**src/rtl/led_pwm_bank.sv**
```systemverilog
// led_pwm_bank: multi-channel LED PWM driver with per-channel duty and mode.
//
// A shared prescaler produces PWM ticks. A shared DIM_BITS-wide frame counter
// is compared against each channel's effective duty. Configuration goes into
// per-channel shadow registers and is copied to the active registers only at
// a frame boundary, so a frame never carries a partial pulse.
//
// Optional feature macro: LED_PWM_BREATHE_EN
//   Defined:   breathe mode (mode 2) ramps brightness up and down.
//   Undefined: the breathe counter is absent and mode 2 acts as steady.
//
// Ports:
//   clk       in   system clock
//   reset     in   asynchronous active-high reset, clears all state
//   en        in   [CHANNELS]  per-channel level enable (not frame-synchronised)
//   cfg_we    in   single-cycle configuration write strobe
//   cfg_ch    in   [CH_W]      target channel; values >= CHANNELS are ignored
//   cfg_duty  in   [DIM_BITS]  duty value
//   cfg_mode  in   [2]         0 steady, 1 blink, 2 breathe, 3 off
//   led       out  [CHANNELS]  registered LED drive, active-high
module led_pwm_bank #(
  parameter int CHANNELS     = 2,
  parameter int DIM_BITS     = 8,
  parameter int PRESCALE     = 12,
  parameter int BLINK_FRAMES = 3906,
  localparam int CH_W        = (CHANNELS > 1) ? $clog2(CHANNELS) : 1
) (
  input  logic                clk,
  input  logic                reset,
  input  logic [CHANNELS-1:0] en,
  input  logic                cfg_we,
  input  logic [CH_W-1:0]     cfg_ch,
  input  logic [DIM_BITS-1:0] cfg_duty,
  input  logic [1:0]          cfg_mode,
  output logic [CHANNELS-1:0] led
);

  localparam int PRE_W = (PRESCALE > 1) ? $clog2(PRESCALE) : 1;
  localparam int BF_W  = (BLINK_FRAMES > 1) ? $clog2(BLINK_FRAMES) : 1;

  localparam logic [PRE_W-1:0]    PRE_MAX  = PRE_W'(PRESCALE - 1);
  localparam logic [BF_W-1:0]     BF_MAX   = BF_W'(BLINK_FRAMES - 1);
  localparam logic [DIM_BITS-1:0] DUTY_MAX = {DIM_BITS{1'b1}};

  localparam logic [1:0] MODE_STEADY  = 2'd0;
  localparam logic [1:0] MODE_BLINK   = 2'd1;
  localparam logic [1:0] MODE_BREATHE = 2'd2;
  localparam logic [1:0] MODE_OFF     = 2'd3;

  logic [PRE_W-1:0]    pre_cnt_r;
  logic [DIM_BITS-1:0] pwm_cnt_r;
  logic [BF_W-1:0]     blink_cnt_r;
  logic                blink_ph_r;
  logic                tick_s;
  logic                frame_end_s;

  logic [DIM_BITS-1:0] shd_duty_r [CHANNELS];
  logic [1:0]          shd_mode_r [CHANNELS];
  logic [DIM_BITS-1:0] act_duty_r [CHANNELS];
  logic [1:0]          act_mode_r [CHANNELS];
  logic [DIM_BITS-1:0] eff_duty_s [CHANNELS];
  logic [CHANNELS-1:0] led_r;

  assign tick_s      = (pre_cnt_r == PRE_MAX);
  assign frame_end_s = tick_s && (pwm_cnt_r == DUTY_MAX);

  // Prescaler: one tick every PRESCALE clk cycles.
  always_ff @(posedge clk or posedge reset) begin
    if (reset) begin
      pre_cnt_r <= {PRE_W{1'b0}};
    end else if (tick_s) begin
      pre_cnt_r <= {PRE_W{1'b0}};
    end else begin
      pre_cnt_r <= pre_cnt_r + PRE_W'(1'b1);
    end
  end

  // PWM frame counter: advances on each tick and wraps naturally.
  always_ff @(posedge clk or posedge reset) begin
    if (reset) begin
      pwm_cnt_r <= {DIM_BITS{1'b0}};
    end else if (tick_s) begin
      pwm_cnt_r <= pwm_cnt_r + DIM_BITS'(1'b1);
    end
  end

  // Blink timebase: phase flips every BLINK_FRAMES frames, starting in the on phase.
  always_ff @(posedge clk or posedge reset) begin
    if (reset) begin
      blink_cnt_r <= {BF_W{1'b0}};
      blink_ph_r  <= 1'b1;
    end else if (frame_end_s) begin
      if (blink_cnt_r == BF_MAX) begin
        blink_cnt_r <= {BF_W{1'b0}};
        blink_ph_r  <= ~blink_ph_r;
      end else begin
        blink_cnt_r <= blink_cnt_r + BF_W'(1'b1);
      end
    end
  end

`ifdef LED_PWM_BREATHE_EN
  localparam logic [DIM_BITS-1:0] BRTH_TOP = DUTY_MAX - DIM_BITS'(1'b1);
  localparam logic [DIM_BITS-1:0] BRTH_ONE = DIM_BITS'(1'b1);

  logic [DIM_BITS-1:0] brth_r;
  logic                brth_up_r;

  // Breathe level: triangle 0 -> max -> 0, direction flips on the frame that reaches an end.
  always_ff @(posedge clk or posedge reset) begin
    if (reset) begin
      brth_r    <= {DIM_BITS{1'b0}};
      brth_up_r <= 1'b1;
    end else if (frame_end_s) begin
      if (brth_up_r) begin
        brth_r <= brth_r + DIM_BITS'(1'b1);
        if (brth_r == BRTH_TOP) begin
          brth_up_r <= 1'b0;
        end
      end else begin
        brth_r <= brth_r - DIM_BITS'(1'b1);
        if (brth_r == BRTH_ONE) begin
          brth_up_r <= 1'b1;
        end
      end
    end
  end
`endif

  // Shadow registers: written by the config port; out-of-range channels match no slot.
  always_ff @(posedge clk or posedge reset) begin
    if (reset) begin
      for (int i = 0; i < CHANNELS; i++) begin
        shd_duty_r[i] <= {DIM_BITS{1'b0}};
        shd_mode_r[i] <= MODE_STEADY;
      end
    end else begin
      for (int i = 0; i < CHANNELS; i++) begin
        if (cfg_we && (cfg_ch == CH_W'(i))) begin
          shd_duty_r[i] <= cfg_duty;
          shd_mode_r[i] <= cfg_mode;
        end
      end
    end
  end

  // Active registers: copied from the shadows at frame end. A write in the same
  // cycle lands in the shadow only, so it waits for the following frame end.
  always_ff @(posedge clk or posedge reset) begin
    if (reset) begin
      for (int i = 0; i < CHANNELS; i++) begin
        act_duty_r[i] <= {DIM_BITS{1'b0}};
        act_mode_r[i] <= MODE_STEADY;
      end
    end else if (frame_end_s) begin
      for (int i = 0; i < CHANNELS; i++) begin
        act_duty_r[i] <= shd_duty_r[i];
        act_mode_r[i] <= shd_mode_r[i];
      end
    end
  end

  // Effective duty per channel from its active mode.
  always_comb begin
    for (int i = 0; i < CHANNELS; i++) begin
      eff_duty_s[i] = {DIM_BITS{1'b0}};
      case (act_mode_r[i])
        MODE_STEADY: eff_duty_s[i] = act_duty_r[i];
        MODE_BLINK: begin
          if (blink_ph_r) begin
            eff_duty_s[i] = act_duty_r[i];
          end else begin
            eff_duty_s[i] = {DIM_BITS{1'b0}};
          end
        end
`ifdef LED_PWM_BREATHE_EN
        MODE_BREATHE: eff_duty_s[i] = (act_duty_r[i] < brth_r) ? act_duty_r[i] : brth_r;
`else
        MODE_BREATHE: eff_duty_s[i] = act_duty_r[i];
`endif
        MODE_OFF:    eff_duty_s[i] = {DIM_BITS{1'b0}};
        default:     eff_duty_s[i] = {DIM_BITS{1'b0}};
      endcase
    end
  end

  // LED output stage: compare registered once, gated by the raw enable.
  always_ff @(posedge clk or posedge reset) begin
    if (reset) begin
      led_r <= {CHANNELS{1'b0}};
    end else begin
      for (int i = 0; i < CHANNELS; i++) begin
        led_r[i] <= en[i] && (eff_duty_s[i] > pwm_cnt_r);
      end
    end
  end

  assign led = led_r;

endmodule

```
**config.mk**
```make
export PLATFORM = sky130hd
export DESIGN_NAME = led_pwm_bank
export DESIGN_NICKNAME = d
export VERILOG_FILES = /design/src/rtl/led_pwm_bank.sv
export SDC_FILE = /design/constraint.sdc
export NUM_CORES = 1
export LEC_CHECK = 0
export CAP_MARGIN = 20
export CORE_MARGIN = 2
export CORE_UTILIZATION = 36
export CTS_CLUSTER_SIZE = 20
export DETAILED_ROUTE_END_ITERATION = 7
export HOLD_SLACK_MARGIN = 0.15
export PLACE_DENSITY = 0.5
export SYNTH_ARGS = -nofsm -noshare
export SYNTH_HDL_FRONTEND = slang
export SYNTH_SLANG_ARGS = --single-unit
```
**constraint.sdc**
```tcl
create_clock -name clk -period 2.6 [get_ports clk]
set_input_delay 0.65 -clock clk [delete_from_list [all_inputs] [get_ports clk]]
set_output_delay 0.65 -clock clk [all_outputs]
set_load 0.1 [all_outputs]
```
=== Yosys cells after proc, flatten, opt, wreduce, memory -nomap -nowiden ===
Cells that the tools add are included.

* Bits in registers: 67
* Output and inout port bits: 2

* $add $sub $neg: 3
* Magnitude comparators: 2
* Eq/ne operators: 9
* Muxes and demuxes: 6
* Bitwise gates (word level): 2
* Reductions and logical operators: 10

{| class="wikitable"
|+ Operators with widths
! kind !! count
|-
| 8-bit one-hot mux with 3 select lines || 2
|-
| 8-bit greater-than comparator || 2
|-
| 8-bit two-way mux || 2
|-
| 12-bit by 1-bit adder with 12-bit output (second input constant) || 1
|-
| 12-bit equality test (second input constant) || 1
|-
| 12-bit two-way mux || 1
|-
| 8-bit by 1-bit adder with 8-bit output (second input constant) || 1
|-
| 2-bit equality test (second input constant) || 4
|-
| 8-bit equality test (second input constant) || 1
|-
| 1-bit logical AND || 5
|-
| 4-bit by 1-bit adder with 4-bit output (second input constant) || 1
|-
| 2-bit by 1-bit equality test with 1-bit output (second input constant) || 2
|-
| 4-bit equality test (second input constant) || 1
|-
| 2-bit zero test || 2
|-
| 4-bit two-way mux || 1
|-
| 2-bit OR reduction || 2
|-
| 1-bit inverter || 2
|-
| 2-bit AND reduction || 1
|}

=== Depth between registers and ports, before layout ===
* Word-level depth: 5
* Gate-level depth with buffers: 9
* Gate-level depth less buffers: 9

=== Worst setup path after synthesis ===
OpenSTA, ideal clock, no wires.

* Path kind: flip-flop to flip-flop
* Start: register blink_ph_r
* End: register led_r[0], in the netlist led[0]
* Setup time: 124 ps
* Arrival: 1,931 ps
* Setup slack: 545 ps
* Cell stages (with the launch flop): 10
* Clock period less this slack: 2,055 ps
* Cell sequence: dfstp_2 > inv_1 > o21ai_0 > and2_1 > ha_1 > nor2b_1 > o21a_1 > o21a_1 > o21bai_1 > a21oi_1

* Longest elaborated chain between the ends: 4

{| class="wikitable"
|+ RTL lines
! what !! RTL line !! source
|-
| from (decl) || 53 || <nowiki>logic blink_ph_r;</nowiki>
|-
| from (signal assigned) || 95 || <nowiki>blink_ph_r <= ~blink_ph_r;</nowiki>
|-
| 8-bit two-way mux || 170 || <nowiki>if (blink_ph_r) begin</nowiki>
|-
| 8-bit one-hot mux with 3 select lines || 167 || <nowiki>case (act_mode_r[i])</nowiki>
|-
| 8-bit greater-than comparator || 193 || <nowiki>led_r[i] <= en[i] && (eff_duty_s[i] > pwm_cnt_r);</nowiki>
|-
| 1-bit logical AND || 193 ||
|-
| to (signal assigned) || 190 || <nowiki>led_r <= {CHANNELS{1'b0}};</nowiki>
|-
| to (signal, indexed assignment) || 193 ||
|-
| to (decl) || 62 || <nowiki>logic [CHANNELS-1:0] led_r;</nowiki>
|}

Every way passes these cells.
A chain may end at the register's enable or synchronous reset.

=== Final worst setup path ===
* Start: register blink_ph_r
* End: register led_r[1], in the netlist led[1]

Same word-level chain as after synthesis.

==> flow_summary.toml <==
[synth]
syn-num-nets = 343
synth_edf_count = 0
synth_seq_area_share = 0.518
syn_inst = 307
yosysWarnings = 0
ys_types = 38
syn_area_mm2 = 0.00324
synth.avg_cell_area_um2 = 10.6
async_flop_share = 1.00
synth_ff_type = "dfrtp_1"
ys_ff_latch = 67

[timing]
period_needed_ps = 2310
relSlewSlack = 0.567
tns_ps = 0
setup_violations = 0
finClkSkew_ps = 10.6
rsz0062_at_grt = "no"
setup_ws_ps = 288
fin_crit_sh = 0.889
max_freq_mhz = 433
drv_slew = 0
hold_violations = 0
worstMarginPinSlew_ps = 643

[floorplanning]
ioPinCount = 18
start_util = 0.371
die_w_um = 98.9
coreArea_mm2 = 0.00872
die-area_mm2 = 0.00977
dieHeight_um = 98.9
num_rows = 34

[clocking]
cts.sinks = 67
cts_root_buffer = "clkbuf_8"
cts_resized = 0
insertion_delay_ps = 350
cts.path.max_buffers = 2
clk_pin_slew_worst_paths_ps = 70
cts_tree = "done"
cts_inserted_buffers = 9
cts_setup_buffers = 0
postCtsHoldBufs = 0
htreeDepth = 3

[power]
cellLeakagePower_uw = 0.00179
ir_drop_mv = 0.304
p_per_area_mw_per_mm2 = 537
power_uw = 2000

[final_layout]
mostFrequentLayoutCells = "79 x nand2_1, 66 x dfrtp_1, 21 x mux2_2"
n_antenna_cell = 0
area_growth_pct = 14.9
seqCellArea_mm2 = 0.00168
layout.nets = 370
drive_above_1_share = 0.153
postLayoutCellArea_mm2 = 0.00372
multiInputGateArea_mm2 = 0.00147
final_common_cell = "nand2_1"
fillCellCount = 854

[place]
place_ws_ps = 265
port_buffers = 17
placed_area_mm2 = 0.00354
place_hpwl_um = 4280
gp_congestion = 0.744

[setup_path]
crit_start = "blink_ph_r"
crit_required_ps = 2830
r2r_slack_ps = 290
start_kind = "flip-flop"
worstReg2RegStart = "blink_ph_r"
cp_data_arrival_time_ps = 2540
r2r_cells = 9
r2r_end = "led[1]"
path_class = "flip-flop to flip-flop"
end_kind = "flip-flop"
cp_max_fo = 8

[drt]
wire_per_inst_um = 13.2
wl_um = 5910
drc_errors = 0
avgViaCountPerCell = 4.85
antenna_left = 0
first_pass_iters = 4
vias = 2168
first_iter_violations = 90

[global_routing]
antenna_found_initial = 0
met3_usage = 0.0319
grt_pass1_wl_um = 10600
met2_usage = 0.212
grt_pass1_vias = 2243
grt_max_degree = 68
busiest_layer = "met2"
grt_use_met1 = 0.180
gr-total-overflow = 0
grt.total_usage = 0.137

[min_path]
min-delay-start = "pre_cnt_r[0]"
worstHoldPathCells = 1
hold_class = "flip-flop to flip-flop"
hold_path_end = "pre_cnt_r[0]"

[flow_run]
cap_viol_max_count = 0

[outcome]
status = "completed"
[worst max-delay path by stage]
stage                               end  slack (ps)  depth (start not counted)
after floorplan           act_duty_r[0]         270                          1
after global placement           led[1]         290                          9
after detailed placement         led[1]         270                          9
after CTS                        led[1]         240                          9
after global routing             led[1]          40                          9
final                            led[1]         290                          9
[per-stage QoR]
stage,hold WS (ps),instances,utilization
final,466,447,0.427
after global routing,483,447,0.427
after CTS,467,447,0.427
after detailed placement,450,431,0.406
after global placement,447,431,0.406
after floorplan,432,307,-
[cells by family after synthesis]
group,share of synthesized area
AND/OR/NAND/NOR,0.204
flip-flops,0.518
AO/OA/AOI/OAI,0.0572
multiplexers,0.0761
adder cells (fa/ha/maj),0.0772
buffers and inverters,0.0297
XOR/XNOR,0.0379
[layer usage]
metal	up-vias	wire [um]
met5	-	0
li1	1091	-
met2	25	2780
met1	1043	2840
met4	0	98
met3	9	194
[registers in the layout, summed over array words and instances, names as in the netlist]
register	count
shd_mode_r	4
led	2
blink_ph_r	1
act_duty_r	16
blink_cnt_r	12
pre_cnt_r	4
shd_duty_r	16
pwm_cnt_r	8
act_mode_r	4
[final cells by class]
cell class | count | area share
Clock buffer | 10 | 0.0370
Inverter | 11 | 0.0111
Timing Repair Buffer | 23 | 0.0599
Tap cell | 108 | 0.0363
Multi-Input combinational cell | 222 | 0.394
Sequential cell | 67 | 0.451
Clock inverter | 6 | 0.0111
[critical path, stage by stage, from the launching register on]
cell      delay (ps)
dfstp_2          540
inv_1             40
o21ai_0          520
and2_1           220
ha_1             230
nor2b_1          130
o21a_1           160
o21a_1           160
o21bai_1         120
a21oi_1           80
[synth_stat cells (4+ instances only)]
library cell  instances  area share
inv_1                11       0.013
and2_1               14       0.027
a21o_1                5       0.012
o21a_1                4      0.0093
a21oi_1               5      0.0077
dfrtp_1              66        0.51
mux2_2               21       0.073
and3_1                6       0.012
nor2_1                6      0.0070
nand4_1              10       0.019
nand2_1              79       0.092
nand3_1               7       0.011
xnor2_1              13       0.035
o21ai_0              11       0.017
ha_1                 20       0.077
[power by group]
part	internal (uW)	total [uW]	leakage, uW	switching (uW)
clock network	369	781	0.0000843	412
logic	63.3	105	0.000831	41.5
registers	1090	1110	0.000879	23.8
Power figures use the tool's default switching activity.
